==> config.mk <==
export PLATFORM = sky130hd
export DESIGN_NAME = cla_addsub_pipe_flat
export DESIGN_NICKNAME = d
export VERILOG_FILES = /design/src/rtl/cla_addsub_pipe_if.sv /design/src/rtl/cla_addsub_pipe.sv /design/src/flat_wrapper.sv
export SDC_FILE = /design/constraint.sdc
export NUM_CORES = 1
export LEC_CHECK = 0
export ABC_AREA = 1
export BUFFER_PORTS_ARGS = -buffer_cell sky130_fd_sc_hd__clkbuf_2
export CAP_MARGIN = 30
export CORE_MARGIN = 4
export CORE_UTILIZATION = 34
export DETAILED_ROUTE_END_ITERATION = 10
export PLACE_DENSITY = 0.64
export SETUP_SLACK_MARGIN = 0.15
export SYNTH_ARGS = -nofsm -noshare
export SYNTH_HDL_FRONTEND = slang
export SYNTH_SLANG_ARGS = --single-unit
==> constraint.sdc <==
create_clock -name clk -period 2 [get_ports clk]
set_clock_uncertainty 0.15 [all_clocks]
set_input_delay 0.4 -clock clk [delete_from_list [all_inputs] [get_ports clk]]
set_output_delay 0.4 -clock clk [all_outputs]
set_load 0.05 [all_outputs]
==> src/rtl/cla_addsub_pipe_if.sv <==
// Streaming operand/result bundle for cla_addsub_pipe: an input beat channel
// (operands, mode, carry) and an output beat channel (result and status flags).
interface cla_addsub_pipe_if #(
    parameter int WIDTH = 16
);
    logic             in_valid;
    logic             in_ready;
    logic [WIDTH-1:0] a;
    logic [WIDTH-1:0] b;
    logic             cin;
    logic             sub;
    logic             out_valid;
    logic             out_ready;
    logic [WIDTH-1:0] sum;
    logic             cout;
    logic             ovf;
    logic             zero;
    logic             neg;

    modport master (
        output in_valid, a, b, cin, sub, out_ready,
        input  in_ready, out_valid, sum, cout, ovf, zero, neg
    );

    modport slave (
        input  in_valid, a, b, cin, sub, out_ready,
        output in_ready, out_valid, sum, cout, ovf, zero, neg
    );
endinterface

==> src/rtl/cla_addsub_pipe.sv <==
// Two-stage pipelined carry-lookahead adder/subtractor with valid/ready streaming.
// Stage 1 forms bit and 4-bit group generate/propagate; stage 2 resolves carries and flags.
module cla_addsub_pipe #(
    parameter int WIDTH = 16
) (
    input logic              clk,
    input logic              rst,
    cla_addsub_pipe_if.slave bus
);
    localparam int NG = WIDTH / 4;
    localparam int NS = (NG + 3) / 4;

    // Group generate/propagate of four adjacent (g, p) pairs.
    function automatic logic [1:0] group_gp(input logic [3:0] g, input logic [3:0] p);
        logic gg;
        gg = g[3] | (p[3] & g[2]) | (p[3] & p[2] & g[1]) | (p[3] & p[2] & p[1] & g[0]);
        return {gg, &p};
    endfunction

    // Flat 4-way lookahead: returns {c4, c3, c2, c1, c0} from (g, p) and carry-in.
    function automatic logic [4:0] lookahead4(input logic [3:0] g, input logic [3:0] p,
                                              input logic c);
        logic [4:0] cy;
        cy[0] = c;
        cy[1] = g[0] | (p[0] & c);
        cy[2] = g[1] | (p[1] & g[0]) | (p[1] & p[0] & c);
        cy[3] = g[2] | (p[2] & g[1]) | (p[2] & p[1] & g[0]) | (p[2] & p[1] & p[0] & c);
        cy[4] = g[3] | (p[3] & g[2]) | (p[3] & p[2] & g[1]) | (p[3] & p[2] & p[1] & g[0])
              | (p[3] & p[2] & p[1] & p[0] & c);
        return cy;
    endfunction

    // ---------------------------------------------------------------- handshake
    logic s1_valid;
    logic adv2;
    logic accept;

    assign adv2         = !bus.out_valid || bus.out_ready;
    assign bus.in_ready = !s1_valid || adv2;
    assign accept       = bus.in_valid && bus.in_ready;

    // ---------------------------------------------------------------- stage 1
    logic [WIDTH-1:0] bp_d;
    logic             c0_d;
    logic [WIDTH-1:0] g_d;
    logic [WIDTH-1:0] p_d;
    logic [NG-1:0]    gg_d;
    logic [NG-1:0]    pg_d;

    // NOTE: every always_comb output gets a default before any conditional
    // or loop assignment, so no path can leave it unassigned and infer a latch.
    always_comb begin
        gg_d = '0;
        pg_d = '0;
        bp_d = bus.sub ? ~bus.b : bus.b;
        c0_d = bus.sub ? ~bus.cin : bus.cin;
        g_d  = bus.a & bp_d;
        p_d  = bus.a ^ bp_d;
        for (int k = 0; k < NG; k++) begin
            {gg_d[k], pg_d[k]} = group_gp(g_d[4*k +: 4], p_d[4*k +: 4]);
        end
    end

    logic [WIDTH-1:0] s1_a;
    logic [WIDTH-1:0] s1_bp;
    logic             s1_c0;
    logic [WIDTH-1:0] s1_g;
    logic [WIDTH-1:0] s1_p;
    logic [NG-1:0]    s1_gg;
    logic [NG-1:0]    s1_pg;

    // NOTE: state is written with non-blocking assignments only, so every
    // register samples the pre-edge value of every other register.
    // NOTE: the data registers are reset too, not just the valid bits: the
    // cleared pipeline must present an all-zero result, not stale operands.
    always_ff @(posedge clk) begin
        if (rst) begin
            s1_valid <= 1'b0;
            s1_a     <= '0;
            s1_bp    <= '0;
            s1_c0    <= 1'b0;
            s1_g     <= '0;
            s1_p     <= '0;
            s1_gg    <= '0;
            s1_pg    <= '0;
        end else begin
            if (accept) begin
                s1_valid <= 1'b1;
                s1_a     <= bus.a;
                s1_bp    <= bp_d;
                s1_c0    <= c0_d;
                s1_g     <= g_d;
                s1_p     <= p_d;
                s1_gg    <= gg_d;
                s1_pg    <= pg_d;
            end else if (adv2) begin
                s1_valid <= 1'b0;
            end
        end
    end

    // ---------------------------------------------------------------- stage 2
    // Groups are padded to whole supergroups with g = 0, p = 1 so the padding is
    // transparent to carries; the supergroup lookahead then feeds each group's.
    logic [4*NS-1:0]  gg_pad;
    logic [4*NS-1:0]  pg_pad;
    logic [3:0]       sg;
    logic [3:0]       sp;
    logic [4:0]       sc;
    logic [4*NS:0]    gc;
    logic [WIDTH:0]   bc;

    always_comb begin
        gg_pad         = '0;
        pg_pad         = '1;
        gg_pad[NG-1:0] = s1_gg;
        pg_pad[NG-1:0] = s1_pg;
        sg             = '0;
        sp             = '1;
        for (int j = 0; j < NS; j++) begin
            {sg[j], sp[j]} = group_gp(gg_pad[4*j +: 4], pg_pad[4*j +: 4]);
        end
        sc = lookahead4(sg, sp, s1_c0);
        gc = '0;
        for (int j = 0; j < NS; j++) begin
            gc[4*j +: 5] = lookahead4(gg_pad[4*j +: 4], pg_pad[4*j +: 4], sc[j]);
        end
        bc = '0;
        for (int k = 0; k < NG; k++) begin
            bc[4*k +: 5] = lookahead4(s1_g[4*k +: 4], s1_p[4*k +: 4], gc[k]);
        end
    end

    // Carries above group NG and the in-group copy of the carry-out drive nothing.
    logic lookahead_unused;
    assign lookahead_unused = ^{sc, gc, bc};

    logic [WIDTH-1:0] sum_d;
    logic             cout_d;
    logic             ovf_d;
    logic             zero_d;
    logic             neg_d;

    assign sum_d  = s1_p ^ bc[WIDTH-1:0];
    assign cout_d = gc[NG];
    // Like-signed effective operands producing a result of the other sign.
    assign ovf_d  = (s1_a[WIDTH-1] ~^ s1_bp[WIDTH-1]) & (s1_a[WIDTH-1] ^ sum_d[WIDTH-1]);
    assign neg_d  = sum_d[WIDTH-1];
    // The sum is zero exactly when each carry equals that bit's propagate, and
    // that carry is then a|b' of the bit below: detectable without the carry tree.
    assign zero_d = (s1_p == {s1_a[WIDTH-2:0] | s1_bp[WIDTH-2:0], s1_c0});

    always_ff @(posedge clk) begin
        if (rst) begin
            bus.out_valid <= 1'b0;
            bus.sum       <= '0;
            bus.cout      <= 1'b0;
            bus.ovf       <= 1'b0;
            bus.zero      <= 1'b0;
            bus.neg       <= 1'b0;
        end else if (adv2) begin
            bus.out_valid <= s1_valid;
            bus.sum       <= sum_d;
            bus.cout      <= cout_d;
            bus.ovf       <= ovf_d;
            bus.zero      <= zero_d;
            bus.neg       <= neg_d;
        end
    end
endmodule

==> src/flat_wrapper.sv <==
// flat-port wrapper written by rule: the top's interface ports become plain ports
module cla_addsub_pipe_flat 
#(
    parameter int WIDTH = 16
)
  (clk, rst, bus_in_valid, bus_a, bus_b, bus_cin, bus_sub, bus_out_ready, bus_in_ready, bus_out_valid, bus_sum, bus_cout, bus_ovf, bus_zero, bus_neg);
  cla_addsub_pipe_if #(.WIDTH(WIDTH)) bus_i ();
  input logic clk;
  input logic rst;
  input wire logic [$bits(bus_i.in_valid)-1:0] bus_in_valid;
  input wire logic [$bits(bus_i.a)-1:0] bus_a;
  input wire logic [$bits(bus_i.b)-1:0] bus_b;
  input wire logic [$bits(bus_i.cin)-1:0] bus_cin;
  input wire logic [$bits(bus_i.sub)-1:0] bus_sub;
  input wire logic [$bits(bus_i.out_ready)-1:0] bus_out_ready;
  output wire logic [$bits(bus_i.in_ready)-1:0] bus_in_ready;
  output wire logic [$bits(bus_i.out_valid)-1:0] bus_out_valid;
  output wire logic [$bits(bus_i.sum)-1:0] bus_sum;
  output wire logic [$bits(bus_i.cout)-1:0] bus_cout;
  output wire logic [$bits(bus_i.ovf)-1:0] bus_ovf;
  output wire logic [$bits(bus_i.zero)-1:0] bus_zero;
  output wire logic [$bits(bus_i.neg)-1:0] bus_neg;
  assign bus_i.in_valid = bus_in_valid;
  assign bus_i.a = bus_a;
  assign bus_i.b = bus_b;
  assign bus_i.cin = bus_cin;
  assign bus_i.sub = bus_sub;
  assign bus_i.out_ready = bus_out_ready;
  assign bus_in_ready = bus_i.in_ready;
  assign bus_out_valid = bus_i.out_valid;
  assign bus_sum = bus_i.sum;
  assign bus_cout = bus_i.cout;
  assign bus_ovf = bus_i.ovf;
  assign bus_zero = bus_i.zero;
  assign bus_neg = bus_i.neg;
  cla_addsub_pipe #(.WIDTH(WIDTH)) u_core (.clk(clk), .rst(rst), .bus(bus_i));
endmodule
==> results_dict.tcl <==
set metrics [dict create \
    status "complete, no violations" \
    nFillCells 1326 \
    drt_iter0_markers 238 \
    slew_headroom_pct 73.9 \
    cts_buffers 9 \
    cts_root_buffer "clkbuf_16" \
    max_freq_ghz 0.563 \
    critPathCaptureType "output pin" \
    die_area_sq_um 14800 \
    fin_cells 810 \
    clock_path_buffers 2 \
    setup_viol 0 \
    clockPowerShare_pct 38.7 \
    rsz0062_at_grt "false" \
    clk_pin_slew_ns 0.06 \
    critPathMaxFanout 11 \
    drtAntennaViolNets 0 \
    synth.distinct_cells 31 \
    maxCapViolations 0 \
    grt_util_all_layers_pct 15.5 \
    start_util_pct 34.7 \
    synth_top_area_share_pct 40.9 \
    slew_viol_final 0 \
    synth_common_cells "nor2_1 (95), dfxtp_1 (90), o21ai_0 (78)" \
    dp_hpwl_mm 8.11 \
    die_width_um 122 \
    cts_tree "built" \
    clkSinkCount 90 \
    antenna_found_initial 0 \
    drive_gt1_share_pct 17.7 \
    grt_pass1_wl_mm 18.3 \
    fin_ws_ns 0.225 \
    p_int_mw 3.47 \
    place_ws_ns -0.0957 \
    fin_crit_ns 1.77 \
    core-area_sq_um 12700 \
    wirelength_mm 11.0 \
    syn_area_sq_um 4400 \
    design.portCount 60 \
    seq_area_frac_synth_pct 40.9 \
    cts-htree-levels 3 \
    hp-class "in2reg" \
    async_flop_share_pct 0 \
    p_switching_mw 1.42 \
    wl_per_cell_um 13.5 \
    overflow 0 \
    drc 0 \
    hold_violations 0 \
    grt_max_degree 50 \
    die_h_um 122 \
    firstDrtPassIters 5 \
    ys_warn_count 0 \
    synth.area.top_cells "dfxtp_1 (41%), o21ai_0 (8.9%), nor2_1 (8.1%)" \
    path_class "reg2out" \
    avgSynthCellArea_sq_um 7.57 \
    nNetsFinal 691 \
    clk_latency_ns 0.34 \
    p_sw_share_pct 29.1 \
    num_vias 3831 \
    start_kind "flop" \
    place_inst 794 \
    gp_congestion 0.892 \
    area_growth_pct 18.2 \
    worstPathRequired_ns 1.45 \
    syn_nets 640 \
    grt_pass1_vias 3689 \
    worst_slew_pin_slew_ns 0.391 \
    yosys_most_used_dff "dfxtp_1" \
    fin_crit_sh_pct 88.7 \
    port_buffers 59 \
    synth_edf_count 0 \
    vdd_ir_drop_max_mv 0.335 \
    syn_inst 582 \
    reg2reg_from "u_core.s1_c0" \
    arrival_ns 1.22 \
    synthMostInstantiatedCell "nor2_1" \
    ys_ff_latch 90 \
    yosys.area.top_type "dfxtp_1" \
    cp-startpoint "u_core.bus.out_valid" \
    n_antenna_cell 0 \
    cts_setup_buffers 0 \
    std_cell_rows 41 \
    viasPerCell 4.73 \
    p_leak_nw 2.48 \
    comb_power_share_pct 19.4 \
    p_per_area_nw_per_um2 939 \
    min-delay-start "bus_a[14]" \
    p_seq_share_pct 42.0 \
]
-- critical path, cell delays in order (launching register included) --
cell,delay [ns]
dfxtp_1,0.37
nand2_4,0.11
inv_4,0.10
nand2_8,0.06
clkbuf_2,0.24
-- per-stage QoR --
stage | power (mW) | area (sq um) | util [%] | setup TNS (ns) | hold WS (ns)
global placement | 3.01 | 4860 | 38.4 | -0.0501 | 0.292
finish | 4.89 | 5200 | 41.1 | 0 | 0.191
CTS | 4.92 | 5200 | 41.0 | 0 | 0.186
global route | 5.13 | 5200 | 41.1 | 0 | 0.220
detailed placement | 3.03 | 4860 | 38.4 | -0.311 | 0.302
floorplan | 2.77 | 4430 | - | 0 | 0.280
-- metal layers --
metal	global-route usage (%)	vias to the layer above	part of all wire, %
met4	7.00	0	2.1
met5	0	-	0
li1	-	2000	-
met1	22.5	1727	51
met2	22.9	90	43
met3	2.23	14	4.0
-- registers in the layout (all words and copies together), names as in the netlist, 4 cells and up --
| register | cells |
|---|---|
| u_core.pg_pad | 4 |
| u_core.s1_bp | 16 |
| u_core.s1_p | 16 |
| u_core.gg_pad | 4 |
| u_core.bus.sum | 15 |
| u_core.s1_a | 16 |
| u_core.s1_g | 12 |
-- timing repair --
item / 4_1_cts / 5_1_grt
hold buffers: 0 / 0
endpoints found under the hold margin: 0 / 0
endpoints found under the setup margin: 0 / 4
gates resized for setup: 0 / 2
-- path summary, 6_finish.rpt --
path                           to  slack, ns  cells past startpoint
setup / recovery     bus_in_ready       0.23                      4
hold / removal    u_core.s1_a[14]       0.19                      3
setup reg to reg  u_core.bus.zero       0.25                     10
hold reg to reg    u_core.s1_g[2]       0.31                      2
-- power by group through the flow --
| stage | registers [mW] | clock network, mW | logic [mW] |
|---|---|---|---|
| after floorplan | 2.20 | 0 | 0.567 |
| after global placement | 2.08 | 0 | 0.924 |
| after detailed placement | 2.09 | 0 | 0.942 |
| after CTS | 2.05 | 1.92 | 0.951 |
| after global routing | 2.07 | 2.00 | 1.07 |
| final | 2.05 | 1.89 | 0.946 |
-- cell usage in the layout, fill, tap and decap left out, types with 3 or more instances in the layout --
cell type  instances
dfxtp_1           90
nand4_1            5
a31oi_1            5
o21ai_0           78
xor2_1            25
ha_1              20
xnor2_1            4
nor3_1            10
o211ai_1           3
buf_4             10
clkbuf_2          58
nand3_1           20
nand2_1           64
nor2_1            95
clkbuf_16          9
inv_1             51
a21oi_1           45
nor2_2            10
clkbuf_8           3
o21bai_1           8
inv_2              4
-- cells by family after synthesis --
family | after synthesis | synth area share, %
and+or+nand+nor | 210 | 20.7
xor gates and xnor gates | 29 | 5.77
AOI/OAI and AO/OA | 145 | 17.9
buffers and inverters | 88 | 9.04
adders and majority gates | 20 | 5.68
DFF | 90 | 40.9
-- area by class of cell --
cell class | count | area [sq um] | area share [%]
tap | 172 | 215 | 4.14
clock inverter | 4 | 72.6 | 1.39
timing repair buffer | 71 | 413 | 7.93
sequential | 90 | 1800 | 34.6
inverter | 57 | 219 | 4.21
clock buffer | 12 | 267 | 5.12
multi-input combinational | 404 | 2220 | 42.6
(Power assumes the default switching activity.)
